$ cat config.mk
export PLATFORM = sky130hd
export DESIGN_NAME = button_debouncer
export DESIGN_NICKNAME = d
export VERILOG_FILES = /design/src/rtl/button_debouncer_pkg.sv /design/src/rtl/button_debouncer_sync_2ff.sv /design/src/rtl/button_debouncer.sv
export SDC_FILE = /design/constraint.sdc
export NUM_CORES = 1
export LEC_CHECK = 0
export ABC_AREA = 1
export BUFFER_PORTS_ARGS = -buffer_cell sky130_fd_sc_hd__clkbuf_2
export CAP_MARGIN = 10
export CORE_MARGIN = 2
export CORE_UTILIZATION = 50
export DETAILED_ROUTE_END_ITERATION = 8
export GPL_TIMING_DRIVEN = 0
export PLACE_DENSITY_LB_ADDON = 0.08
export SYNTH_ARGS = -nofsm -noshare
export SYNTH_HDL_FRONTEND = slang
export SYNTH_SLANG_ARGS = --single-unit
$ cat constraint.sdc
create_clock -name clk -period 1.35 [get_ports clk]
set_input_delay 0.3375 -clock clk [delete_from_list [all_inputs] [get_ports clk]]
set_output_delay 0.3375 -clock clk [all_outputs]
set_load 0.02 [all_outputs]
$ cat src/rtl/button_debouncer_pkg.sv
// -----------------------------------------------------------------------------
// button_debouncer_pkg
//   Shared definitions for the push-button debouncer:
//     - state_t      : FSM state encodings (also exposed on the debug port)
//     - defaults     : qualification time for a 50 MHz clock and 10 ms window
//     - helpers      : released pad level for a given polarity, and the
//                      debounced level implied by an FSM state
// -----------------------------------------------------------------------------
package button_debouncer_pkg;

    // Encodings are visible on the debug port, so they are fixed explicitly.
    typedef enum logic [1:0] {
        IDLE         = 2'b00,   // released and stable
        PRESS_WAIT   = 2'b01,   // press seen, qualifying
        PRESSED      = 2'b10,   // pressed and stable
        RELEASE_WAIT = 2'b11    // release seen, qualifying
    } state_t;

    localparam int DEFAULT_CLK_HZ        = 50_000_000;
    localparam int DEFAULT_DEBOUNCE_MS   = 10;
    localparam int DEFAULT_STABLE_CYCLES = (DEFAULT_CLK_HZ / 1000) * DEFAULT_DEBOUNCE_MS;
    localparam int DEFAULT_CNT_W         = 20;

    // Pad value while the button is not pressed.
    function automatic logic released_level(input bit active_low);
        return active_low ? 1'b1 : 1'b0;
    endfunction

    // The debounced output reads "pressed" from the moment a press is
    // accepted until a release is accepted, i.e. in PRESSED and in
    // RELEASE_WAIT (a release still being qualified keeps the level high).
    function automatic logic level_of(input state_t s);
        return (s == PRESSED) || (s == RELEASE_WAIT);
    endfunction

endpackage : button_debouncer_pkg

$ cat src/rtl/button_debouncer_sync_2ff.sv
// -----------------------------------------------------------------------------
// sync_2ff
//   Two-flop synchronizer for a single asynchronous input. Both flops load
//   RESET_VAL under reset so that the synchronized value leaving reset is a
//   known, harmless level chosen by the instantiating block.
//
// Ports
//   clk    in  1  destination clock, rising edge
//   reset  in  1  asynchronous, active-low reset
//   d      in  1  asynchronous input
//   q      out 1  synchronized output (two clk edges of latency)
// -----------------------------------------------------------------------------
module sync_2ff #(
    parameter logic RESET_VAL = 1'b0
) (
    input  logic clk,
    input  logic reset,
    input  logic d,
    output logic q
);

    // First stage may go metastable; it feeds nothing but the second stage.
    logic sync1;

    // NOTE: state is updated with non-blocking assignments so that every flop
    // samples the pre-edge value of its source; blocking here would collapse
    // the two stages into one.
    always_ff @(posedge clk or negedge reset) begin
        if (!reset) begin
            sync1 <= RESET_VAL;
            q     <= RESET_VAL;
        end else begin
            sync1 <= d;
            q     <= sync1;
        end
    end

endmodule : sync_2ff

$ cat src/rtl/button_debouncer.sv
// -----------------------------------------------------------------------------
// button_debouncer
//   Turns one raw, bouncing, asynchronous push-button pad into a clean,
//   synchronous "pressed" level for the downstream level-to-pulse stage.
//
//   Path: pad -> 2-flop synchronizer -> polarity normalisation -> 4-state
//   counter-qualified FSM -> registered level.
//
//   A change of the pad has to be seen on STABLE_CYCLES consecutive qualify
//   edges before it is accepted; any opposite sample while qualifying aborts
//   the attempt and returns to the previous stable state with no credit kept.
//   With the pad held stable, level follows on rising edge STABLE_CYCLES+3
//   counted from the first edge that samples the new pad value.
//
// Parameters
//   ACTIVE_LOW     1: pad reads 0 when pressed; 0: pad reads 1 when pressed
//   STABLE_CYCLES  qualification length in clk cycles, >= 1
//   CNT_W          counter width, STABLE_CYCLES <= 2**CNT_W
//
// Ports
//   clk     in  1  system clock, rising edge
//   reset   in  1  asynchronous, active-low reset
//   button  in  1  raw pad input, asynchronous to clk, may bounce
//   level   out 1  debounced pressed level, registered, 1 = pressed
//   state   out 2  current FSM state (debug / observation)
// -----------------------------------------------------------------------------
module button_debouncer
    import button_debouncer_pkg::*;
#(
    parameter bit ACTIVE_LOW    = 1'b1,
    parameter int STABLE_CYCLES = DEFAULT_STABLE_CYCLES,
    parameter int CNT_W         = DEFAULT_CNT_W
) (
    input  logic       clk,
    input  logic       reset,
    input  logic       button,
    output logic       level,
    output logic [1:0] state
);

    // Synchronizer flops come out of reset at the released pad value, so
    // releasing reset never looks like a press edge to the FSM.
    localparam logic RELEASED_PAD = released_level(ACTIVE_LOW);

    // Terminal count: the qualify edge that sees cnt at this value is the
    // STABLE_CYCLES-th one and performs the transition.
    localparam logic [CNT_W-1:0] CNT_LAST = CNT_W'(STABLE_CYCLES - 1);

    // -------------------------------------------------------------------------
    // Input conditioning
    // -------------------------------------------------------------------------
    logic button_sync;
    logic pressed_s;

    sync_2ff #(
        .RESET_VAL (RELEASED_PAD)
    ) u_sync_button (
        .clk   (clk),
        .reset (reset),
        .d     (button),
        .q     (button_sync)
    );

    // From here on 1 always means "pressed", whatever the board polarity.
    assign pressed_s = ACTIVE_LOW ? ~button_sync : button_sync;

    // -------------------------------------------------------------------------
    // FSM, qualify counter and level register
    // -------------------------------------------------------------------------
    state_t           state_q;
    state_t           state_d;
    logic [CNT_W-1:0] cnt_q;
    logic [CNT_W-1:0] cnt_d;
    logic             level_d;

    // NOTE: every signal written in this block gets a default first, so no
    // path through the case statement can leave it unassigned and infer a
    // latch.
    always_comb begin
        state_d = state_q;
        cnt_d   = cnt_q;

        case (state_q)
            IDLE: begin
                if (pressed_s) begin
                    state_d = PRESS_WAIT;
                    cnt_d   = '0;
                end
            end

            PRESS_WAIT: begin
                if (!pressed_s) begin
                    // Bounce: drop the attempt entirely.
                    state_d = IDLE;
                    cnt_d   = '0;
                end else if (cnt_q == CNT_LAST) begin
                    state_d = PRESSED;
                    cnt_d   = '0;
                end else begin
                    cnt_d = cnt_q + CNT_W'(1);
                end
            end

            PRESSED: begin
                if (!pressed_s) begin
                    state_d = RELEASE_WAIT;
                    cnt_d   = '0;
                end
            end

            RELEASE_WAIT: begin
                if (pressed_s) begin
                    // Bounce on release: the press is still the stable state.
                    state_d = PRESSED;
                    cnt_d   = '0;
                end else if (cnt_q == CNT_LAST) begin
                    state_d = IDLE;
                    cnt_d   = '0;
                end else begin
                    cnt_d = cnt_q + CNT_W'(1);
                end
            end

            default: begin
                state_d = IDLE;
                cnt_d   = '0;
            end
        endcase

        // Level is computed from the next state so the registered output
        // changes on the very edge that enters PRESSED or IDLE.
        level_d = level_of(state_d);
    end

    always_ff @(posedge clk or negedge reset) begin
        if (!reset) begin
            state_q <= IDLE;
            cnt_q   <= '0;
            level   <= 1'b0;
        end else begin
            state_q <= state_d;
            cnt_q   <= cnt_d;
            level   <= level_d;
        end
    end

    assign state = state_q;

endmodule : button_debouncer

==> key figures, run 1 <==
Floorplan
  – Die W: 56.97 um
  – Die Height: 56.97 um
  – Total Die Area: 3245 sq um
  – Core outline area: 2710 sq um
  – Initial Utilization: 51.75%
  – Rows: 19
  – Io pins: 6

Worst hold path
  – Min-Delay Path Class: input port to asynchronous set/reset pin

Timing
  – RSZ-0062 raised after global routing: yes
  – Clk_skew: 2.366 ps
  – Least-Margin Pin Slew: 624.0 ps
  – Top achievable clock speed: 0.6982 GHz
  – Final Hold Fails: 0
  – Fin crit share: 106.1%
  – Final setup fails: 17
  – Slew headroom: 58.40%
  – Setup TNS: -763.6 ps
  – Setup ws final: -82.17 ps
  – Final slew viol count: 0
  – Final min period: 1432 ps

Status
  – Failing checks: negative setup slack
  – Status: finished with violations

Clock tree
  – Worst-skew pair later-pin latency: 320 ps
  – H-tree levels: 1
  – CTS tree: built
  – Clock Tree Buf Depth: 2
  – CTS root buf: clkbuf_4
  – CTS Buf Count: 3
  – Worst-path clk slew: 130 ps
  – Sink Count: 25

Flow run
  – Number of max-cap violations: 0

Detailed routing
  – Post-Route WL: 3195 um
  – Wire per inst: 13.20 um
  – Vias: 1283
  – Drc violations: 0
  – DRT antenna net count: 0
  – Drt first pass iters: 4
  – DR iter-0 viols: 56
  – Via-per-instance ratio: 5.302

Global route
  – GRT Total Usage: 20.25%
  – First-pass GRT wire length: 5175 um
  – Initial antenna violation count: 0
  – GRT Residual Overflow: 0
  – Largest net degree at the start of global routing: 26
  – Number of global-route vias before repair: 1175

Synth
  – Async S/R FF share, synth: 100.0%
  – Syn_nets: 192
  – Top_reg_cell synth: dfrtp_1
  – Synth cell types: 21
  – Syn_area_per_cell: 7.461 sq um
  – Synth Instances: 188
  – Synth Warn #: 0
  – Area leader, netlist: dfrtp_1
  – EDFF count, synth: 0
  – Cell with the most instances after synthesis: nand2_1
  – Yosys reg bits: 25
  – Yosys top cell area share: 41.03%
  – Synth area leaders: dfrtp_1 (41%), nand2_1 (14%), inv_1 (7.0%), nand3_1 (6.4%), nor2_1 (5.4%)
  – Synth cell count leaders: nand2_1 (54), inv_1 (26), dfrtp_1 (23), nor2_1 (20), nand3_1 (18)
  – Seq/Total Area, Yosys: 44.78%
  – Post-synthesis cell area: 1403 sq um

Worst setup path
  – Capturing element type of the critical path: flip-flop
  – Reg2reg end: cnt_q[12]
  – Crit-path slowest cell: dfrtp_1
  – Setup CP Type: flip-flop to flip-flop
  – Most used cell along the critical path: nand3_4
  – Crit-path max cell delay: 420 ps
  – Critical path, cell by cell: ha_4 -> nand3_4 -> nor2_4 -> nand3_4 -> nand2_4 -> buf_6 -> o22ai_1
  – Cell depth of the worst flop-to-flop path: 7
  – R2R Setup Slk: -80 ps
  – CP required: 1560 ps
  – Startpoint class of the critical path: flip-flop
  – WP data arrival: 1640 ps
  – Critical R2R Launch: cnt_q[1]
  – Worst Path Max Fanout: 5

Layout
  – Area grow syn2layout: 29.80%
  – Reg area: 633.1 sq um
  – Final Core Density: 67.17%
  – Post-route insts no fill: 242
  – Post-route cell area: 1821 sq um
  – Fin nets: 216
  – Share of cells above drive strength 1: 34.12%
  – Antenna cells: 0
  – Area of the multi-input gates: 862.1 sq um
  – # fillers: 221

Pwr
  – P per Cell Area: 672.1 nW/um^2
  – VDD IR-drop max: 0.6881 mV
  – Leakage Power: 0.0008092 uW
  – Overall power: 1224 uW

Placed design
  – PortBufs: 5
  – DP Wirelength: 2026 um
  – Gp weighted congestion: 0.7927
  – Placed Area: 1474 sq um
  – Dpl cells: 224
==> registers in the layout, summed over array words and instances (netlist names) <==
register and count:
u_sync_button.q 1, state 2, cnt_q 20, u_sync_button.sync1 1, level 1
==> cells by family after synthesis <==
logic type	synth area share [%]
AOI/OAI and AO/OA	8.029
and+or+nand+nor	32.56
adders and majority gates	0.8919
xor gates and xnor gates	5.620
DFF	44.78
buffers and inverters	8.117
==> cells in the final DEF (no fill, tap or decap) <==
| cell type | n |
|---|---|
| nand2_1 | 49 |
| inv_1 | 22 |
| dfrtp_1 | 19 |
| nor2_1 | 14 |
| buf_4 | 13 |
| nand3_1 | 11 |
| nor2_4 | 10 |
| nand3_2 | 6 |
| xor2_1 | 6 |
| o21ai_0 | 5 |
| nand2_4 | 5 |
| o22ai_2 | 5 |
| clkbuf_2 | 5 |
| a21oi_1 | 4 |
| dfrtp_2 | 4 |
| nand2_2 | 3 |
| inv_2 | 3 |
| buf_6 | 3 |
| o21ai_2 | 3 |
| xnor2_1 | 3 |
| clkbuf_4 | 3 |
| nand3_4 | 2 |
| nand4_1 | 2 |
| o21ai_1 | 2 |
| dfstp_2 | 2 |
| nor2_2 | 1 |
| inv_6 | 1 |
| and2_0 | 1 |
| o22ai_1 | 1 |
| a21oi_2 | 1 |
| ha_4 | 1 |
| clkinv_2 | 1 |
==> worst max-delay path: cells and delay by family, from the launching register on <==
kind,cells,cell delay [ps]
flip-flops,1,420
AND/OR/NAND/NOR,4,520
buffers and inverters,1,140
adder cells (fa/ha/maj),1,160
AO/OA/AOI/OAI,1,80
==> layer usage <==
| metal | GRT usage (%) | part of all wire, % | vias to the layer above |
|---|---|---|---|
| li1 | - | - | 638 |
| met1 | 27.79 | 45 | 632 |
| met2 | 33.66 | 53 | 8 |
| met3 | 2.041 | 1.4 | 5 |
| met4 | 6.977 | 1.3 | 0 |
| met5 | 0 | 0 | - |
==> how the worst max path moves through the flow <==
stage                         from        end
after detailed placement  cnt_q[0]  cnt_q[13]
after CTS                 cnt_q[1]  cnt_q[11]
after global placement    cnt_q[0]  cnt_q[18]
final                     cnt_q[1]  cnt_q[12]
after floorplan           cnt_q[0]  cnt_q[11]
after global routing      cnt_q[4]  cnt_q[19]
==> where the power goes <==
| group | total, uW | switching, uW | internal, uW |
|---|---|---|---|
| clock network | 332 | 221 | 111 |
| registers | 770 | 8.80 | 761 |
| logic | 122 | 75.4 | 46.2 |
| total | 1220 | 306 | 918 |
==> metrics by stage <==
stage	hold WS, ps	setup WS (ps)
global route	51.07	-151.6
detailed placement	353.1	-214.8
floorplan	41.91	0.1992
global placement	349.8	-187.4
finish	5.947	-82.17
CTS	20.26	-22.49
==> cell type report <==
type | instances | area share, %
multi-input cells | 135 | 47.35
flip-flops and latches | 25 | 34.78
repair buffers | 19 | 7.560
inverters | 26 | 5.636
well taps | 31 | 2.131
clock buffers | 3 | 1.237
plain buffers | 2 | 1.031
clock inverters | 1 | 0.2749
==> what timing repair did <==
item	in CTS	in global routing
pin swaps	4	13
endpoints found under the setup margin	23	23
hold buffers	0	0
gates resized for setup	18	39
buffers inserted	8	5
cloned	1	0
Power figures use the tool's default switching activity.
==> inputs of run 2 (changes only) <==
--- a/config.mk
+++ b/config.mk
@@ -12,7 +12,7 @@
 export CORE_UTILIZATION = 50
 export DETAILED_ROUTE_END_ITERATION = 8
 export GPL_TIMING_DRIVEN = 0
-export PLACE_DENSITY_LB_ADDON = 0.08
+export PLACE_DENSITY_LB_ADDON = 0.15
 export SYNTH_ARGS = -nofsm -noshare
 export SYNTH_HDL_FRONTEND = slang
 export SYNTH_SLANG_ARGS = --single-unit
==> run 2 against run 1 <==
  * The flow finishes with violations (negative hold slack, negative setup slack)
  * Register-to-register slack got worse by 40 ps
  * Combinational power increased by 12%
  * Clock skew increased by 2.6 ps
  * Die area unchanged
  * Clock power increased by 11%
  * Critical endpoint is now cnt_q[2]
  * Via count increased by 3.2%
  * Critical path type unchanged
==> key figures, run 2 (same netlist as run 1, synthesis figures left out) <==
Layout
  – Commonest non-fill, non-tap cell in the layout: nand2_1
  – Most frequent cells in the layout: nand2_1 (50), inv_1 (22), dfrtp_1 (20)
  – Share of cells above drive strength 1: 37.50% (+3.4 points)
  – Antenna cells: 0 (unchanged)
  – Area grow syn2layout: 36.13%
  – Biggest register: cnt_q
  – Largest register FFs: 20 (unchanged)
  – Post-route insts no fill: 247 (+2.1%)
  – Post-route cell area: 1909 sq um (+4.9%)
  – Fin nets: 221 (+2.3%)

Floorplan
  – Die Height: 56.97 um (unchanged)
  – Core outline area: 2710 sq um (unchanged)
  – Total Die Area: 3245 sq um (unchanged)
  – Initial Utilization: 51.75% (unchanged)
  – Rows: 19 (unchanged)
  – Die W: 56.97 um (unchanged)
  – Io pins: 6 (unchanged)

Detailed routing
  – DR iter-0 viols: 75 (+34%)
  – DRT antenna net count: 0 (unchanged)
  – Via-per-instance ratio: 5.360 (+1.1%)
  – Drt first pass iters: 4 (unchanged)
  – Post-Route WL: 3601 um (+13%)
  – Vias: 1324 (+3.2%)
  – Drc violations: 0 (unchanged)
  – Wire per inst: 14.58 um (+10%)

Placed design
  – PortBufs: 5 (unchanged)
  – Placed Area: 1474 sq um (unchanged)
  – Dpl cells: 224 (unchanged)
  – Gp weighted congestion: 0.8503 (+7.3%)
  – DP Wirelength: 2159 um (+6.6%)

Clock tree
  – Sink Count: 25 (unchanged)
  – Worst-skew pair later-pin latency: 330 ps (about the same)
  – Clock Tree Buf Depth: 2 (unchanged)
  – Hold buffers post-CTS: 0 (unchanged)
  – H-tree levels: 1 (unchanged)
  – CTS tree: built
  – Worst-path clk slew: 150 ps (+20 ps)
  – CTS root buf: clkbuf_4
  – CTS Buf Count: 3 (unchanged)

Global route
  – First-pass GRT wire length: 5333 um (+3.1%)
  – GRT Residual Overflow: 0 (unchanged)
  – GRT Total Usage: 20.28% (+0.029 points)
  – Number of global-route vias before repair: 1233 (+4.9%)
  – Initial antenna violation count: 0 (unchanged)
  – Largest net degree at the start of global routing: 26 (unchanged)

Timing
  – Final Hold Fails: 9 (+9)
  – Hold slack: -2.585 ps (-8.532 ps)
  – Final min period: 1473 ps (+41.08 ps)
  – Clk_skew: 5.012 ps (+2.646 ps)
  – Setup ws final: -123.3 ps (-41.08 ps)
  – Least-Margin Pin Slew: 649.7 ps (+25.66 ps)
  – RSZ-0062 raised after global routing: yes
  – Slew headroom: 56.69% (-1.7 points)
  – Top achievable clock speed: 0.6788 GHz (-2.8%)
  – Final setup fails: 22 (+5)
  – Fin crit share: 109.1% (+3.0 points)
  – Final slew viol count: 0 (unchanged)

Worst setup path
  – Cell depth of the worst flop-to-flop path: 7 (unchanged)
  – Capturing element type of the critical path: flip-flop
  – Reg2reg end: cnt_q[2]
  – Crit. Startpoint: cnt_q[0]
  – Critical R2R Launch: cnt_q[0]
  – CP required: 1580 ps (+20 ps)
  – WP data arrival: 1700 ps (+60 ps)
  – Setup CP Type: flip-flop to flip-flop
  – Worst setup path endpoint: cnt_q[2]
  – Worst Path Max Fanout: 5 (unchanged)
  – R2R Setup Slk: -120 ps (-40 ps)
  – Startpoint class of the critical path: flip-flop

Pwr
  – Leakage Power: 0.0008496 uW (+5.0%)
  – P per Cell Area: 667.9 nW/um^2 (-0.62%)
  – VDD IR-drop max: 0.9708 mV (+41%)

Status
  – Status: finished with violations
  – Failing checks: negative hold slack, negative setup slack

Worst hold path
  – Min-Delay Path Class: input port to asynchronous set/reset pin

Flow run
  – Number of max-cap violations: 0 (unchanged)
==> run 2: critical path, stage by stage (launching register included) <==
cell	delay, ps
dfrtp_1	450
ha_4	170
nand3_4	120
nor2_4	140
nand3_4	140
nand2_8	130
clkbuf_16	150
o22ai_2	60
==> run 2: worst min path at each step <==
stage	from	to	cells past startpoint
after floorplan	reset	cnt_q[0]	0
after global placement	u_sync_button.sync1	u_sync_button.q	0
after detailed placement	u_sync_button.sync1	u_sync_button.q	0
after CTS	reset	cnt_q[14]	1
after global routing	reset	cnt_q[9]	1
final	reset	cnt_q[7]	1
==> run 2: area by class of cell <==
class	count	area (sq um)
plain buffers	2	22.52
clock buffers	3	22.52
clock inverters	1	7.507
fillers	199	800.8
inverters	26	105.1
multi-input cells	135	877.1
flip-flops and latches	25	631.9
well taps	31	38.79
repair buffers	24	203.9
==> run 2: where the power goes <==
| group | switching [uW] | internal [uW] |
|---|---|---|
| registers | 9.95 | 761 |
| clock network | 254 | 113 |
| logic | 80.2 | 56.9 |
==> run 2: timing repair <==
action,4_1_cts,5_1_grt
gates cloned,0,1
setup endpoints to repair,23,23
pin swaps,6,23
setup buffers,8,10
resized for setup,15,52
==> run 2: per-stage QoR <==
step	util, %	total power [uW]	worst slack (ps)	setup TNS (ps)
final	70.45	1275	-123.3	-1630
after CTS	59.51	1226	-29.07	-218.5
after floorplan	-	819.2	0.1992	0
after global placement	54.39	849.2	-198.6	-3394
after detailed placement	54.39	852.9	-255.6	-4145
after global routing	70.45	1326	-190.3	-3116
==> run 2: metal layers <==
layer  wire length, um  track usage [%]
met1              1561            27.62
met2              1870            34.98
met3               127            2.494
met4                42            4.319
met5                 0                0
==> inputs of run 3 (changes only) <==
--- a/config.mk
+++ b/config.mk
@@ -10,9 +10,11 @@
 export CAP_MARGIN = 10
 export CORE_MARGIN = 2
 export CORE_UTILIZATION = 50
+export CTS_CLUSTER_SIZE = 14
 export DETAILED_ROUTE_END_ITERATION = 8
 export GPL_TIMING_DRIVEN = 0
 export PLACE_DENSITY_LB_ADDON = 0.15
+export SETUP_SLACK_MARGIN = 0.05
 export SYNTH_ARGS = -nofsm -noshare
 export SYNTH_HDL_FRONTEND = slang
 export SYNTH_SLANG_ARGS = --single-unit
==> run 3 against run 2 <==
  * The run ends with negative setup slack left
  * Combinational power grew 4%
  * Sequential cell count is the same
  * First-iteration DRC count shrank 32%
  * Core utilization grew 0.42 points
  * Largest power group unchanged
  * Critical path type unchanged
  * Via count grew 2.5%
==> key figures, run 3 (same netlist as run 1, synthesis figures left out) <==
Timing
  – Least-Margin Pin Slew: 608.1 ps (-41.53 ps)
  – Final slew viol count: 0 (unchanged)
  – Top achievable clock speed: 0.6954 GHz (+2.4%)
  – Final setup fails: 19 (-14%)
  – Clk_skew: 2.569 ps (-2.443 ps)
  – Slew headroom: 59.46% (+2.8 points)
  – Final Hold Fails: 0 (-9)
  – Fin crit share: 106.5% (-2.6 points)
  – Setup ws final: -88.12 ps (+35.13 ps)
  – RSZ-0062 raised after global routing: yes
  – Final min period: 1438 ps (-35.13 ps)
  – Hold slack: 1.520 ps (+4.105 ps)

Detailed routing
  – Via-per-instance ratio: 5.450 (+1.7%)
  – Post-Route WL: 3456 um (-4.0%)
  – Wire per inst: 13.88 um (-4.8%)
  – Vias: 1357 (+2.5%)
  – DRT antenna net count: 0 (unchanged)
  – DR iter-0 viols: 51 (-32%)
  – Drc violations: 0 (unchanged)
  – Drt first pass iters: 4 (unchanged)

Worst setup path
  – Crit-path slowest cell: dfrtp_1
  – Crit-path max cell delay: 440 ps (about the same)
  – Most used cell along the critical path: nand3_4
  – CP required: 1560 ps (-20 ps)
  – Startpoint class of the critical path: flip-flop
  – Reg2reg end: cnt_q[5]
  – WP data arrival: 1640 ps (-60 ps)
  – Worst Path Max Fanout: 5 (unchanged)
  – Critical R2R Launch: cnt_q[1]
  – Critical path, cell by cell: ha_4 -> nand3_4 -> nor2_4 -> nand3_4 -> nand2_8 -> clkbuf_16 -> o22ai_1
  – Setup CP Type: flip-flop to flip-flop
  – R2R Setup Slk: -90 ps (+40 ps)
  – Cell depth of the worst flop-to-flop path: 7 (unchanged)
  – Capturing element type of the critical path: flip-flop

Clock tree
  – Sink Count: 25 (unchanged)
  – CTS root buf: clkbuf_4
  – Worst-path clk slew: 130 ps (-20 ps)
  – Worst-skew pair later-pin latency: 320 ps (about the same)
  – H-tree levels: 1 (unchanged)
  – CTS tree: built
  – Clock Tree Buf Depth: 2 (unchanged)
  – CTS Buf Count: 3 (unchanged)

Layout
  – # fillers: 192 (-3.5%)
  – Area grow syn2layout: 36.93%
  – Largest register FFs: 20 (unchanged)
  – Commonest non-fill, non-tap cell in the layout: nand2_1
  – Biggest register: cnt_q
  – Fin nets: 223 (+0.90%)
  – Most frequent cells in the layout: nand2_1 (48), inv_1 (23), dfrtp_1 (22)
  – Antenna cells: 0 (unchanged)
  – Final Core Density: 70.87% (+0.42 points)
  – Share of cells above drive strength 1: 36.24% (-1.3 points)

Pwr
  – Combinational share of power: 11.4% (+0.7 points)
  – Pint: 938.0 uW (+0.69%)
  – Switch share: 24.74% (-2.2 points)
  – Overall power: 1246 uW (-2.3%)
  – VDD IR-drop max: 0.6876 mV (-29%)
  – Leakage Power: 0.0008598 uW (+1.2%)
  – P per Cell Area: 648.9 nW/um^2 (-2.9%)
  – Clock power share: 26.8% (-2.0 points)
  – Sequential share of power: 61.8% (+1.3 points)
  – Psw: 308.3 uW (-10%)

Global route
  – Met2 usage: 38.75% (+3.8 points)
  – Initial antenna violation count: 0 (unchanged)
  – Global-route track usage on met1: 28.83% (+1.2 points)
  – GRT Total Usage: 22.04% (+1.8 points)
  – Largest net degree at the start of global routing: 26 (unchanged)
  – Gr busiest metal: met2
  – GRT Residual Overflow: 0 (unchanged)
  – Met3 Track Usage GR: 1.814% (-0.68 points)
  – First-pass GRT wire length: 5644 um (+5.8%)
  – Number of global-route vias before repair: 1282 (+4.0%)

Flow run
  – Number of max-cap violations: 0 (unchanged)

Floorplan
  – Die Height: 56.97 um (unchanged)
  – Total Die Area: 3245 sq um (unchanged)
  – Io pins: 6 (unchanged)
  – Initial Utilization: 51.75% (unchanged)
  – Die W: 56.97 um (unchanged)
  – Core outline area: 2710 sq um (unchanged)
  – Rows: 19 (unchanged)

Placed design
  – PortBufs: 5 (unchanged)
  – Gp weighted congestion: 0.8534 (+0.36%)
  – DP Wirelength: 2056 um (-4.8%)
  – Worst slack, placed: -214.3 ps (+41.32 ps)

Status
  – Status: finished with violations
  – Failing checks: negative setup slack

Worst hold path
  – Min-Delay Path Class: input port to asynchronous set/reset pin
[run 3: cell count changes in the layout (fill, tap and decap cells not counted), sizes merged]
cell      delta
clkbuf       +1
buf          +2
clkinvlp     -1
[run 3: layout make-up]
cell class | count | area, sq um | share of cell area, %
multi-input cells | 135 | 879.6 | 45.80
flip-flops and latches | 25 | 629.4 | 32.77
inverters | 26 | 105.1 | 5.472
repair buffers | 26 | 215.2 | 11.21
plain buffers | 2 | 26.28 | 1.368
well taps | 31 | 38.79 | 2.020
clock buffers | 4 | 26.28 | 1.368
[run 3: worst max-delay path by stage]
stage | startpoint | end | slack (ps)
floorplan | cnt_q[0] | cnt_q[8] | 9
detailed placement | u_sync_button.q | cnt_q[11] | -210
global route | cnt_q[0] | cnt_q[18] | -160
global placement | cnt_q[0] | cnt_q[18] | -200
CTS | cnt_q[1] | cnt_q[11] | -8
finish | cnt_q[1] | cnt_q[5] | -90
[run 3: power by group through the flow]
stage / combinational, uW / sequential [uW] / clock, uW
3_3_place_gp: 66.6 / 783 / 0
2_1_floorplan: 35.3 / 784 / 0
4_1_cts: 108 / 770 / 347
5_1_grt: 154 / 772 / 391
3_5_place_dp: 66.8 / 784 / 0
6_report: 142 / 770 / 334
[run 3: worst max-delay path: cells and delay by family (launching register included)]
kind,cells,cell delay (ps)
and+or+nand+nor,4,510
adders and majority gates,1,180
buffers and inverters,1,150
AOI/OAI and AO/OA,1,60
DFF,1,440
[run 3: metrics by stage]
stage | setup TNS, ps | instances | instance area [sq um]
2_1_floorplan | 0 | 188 | 1410
3_3_place_gp | -3447 | 224 | 1474
3_5_place_dp | -3840 | 224 | 1474
4_1_cts | -15.66 | 244 | 1754
5_1_grt | -2804 | 249 | 1921
6_report | -961.7 | 249 | 1921
[run 3: repair_timing]
action,CTS,global route
resized for setup,39,27
hold buffers,0,0
pin swaps,12,21
gates cloned,0,1
endpoints found under the setup margin,23,24
buffers inserted,16,4
[run 3: metal layers]
layer / vias up / part of all wire (%)
met5: - / 0
met4: 0 / 0.75
met3: 4 / 4.3
met2: 39 / 53
met1: 655 / 42
li1: 659 / -
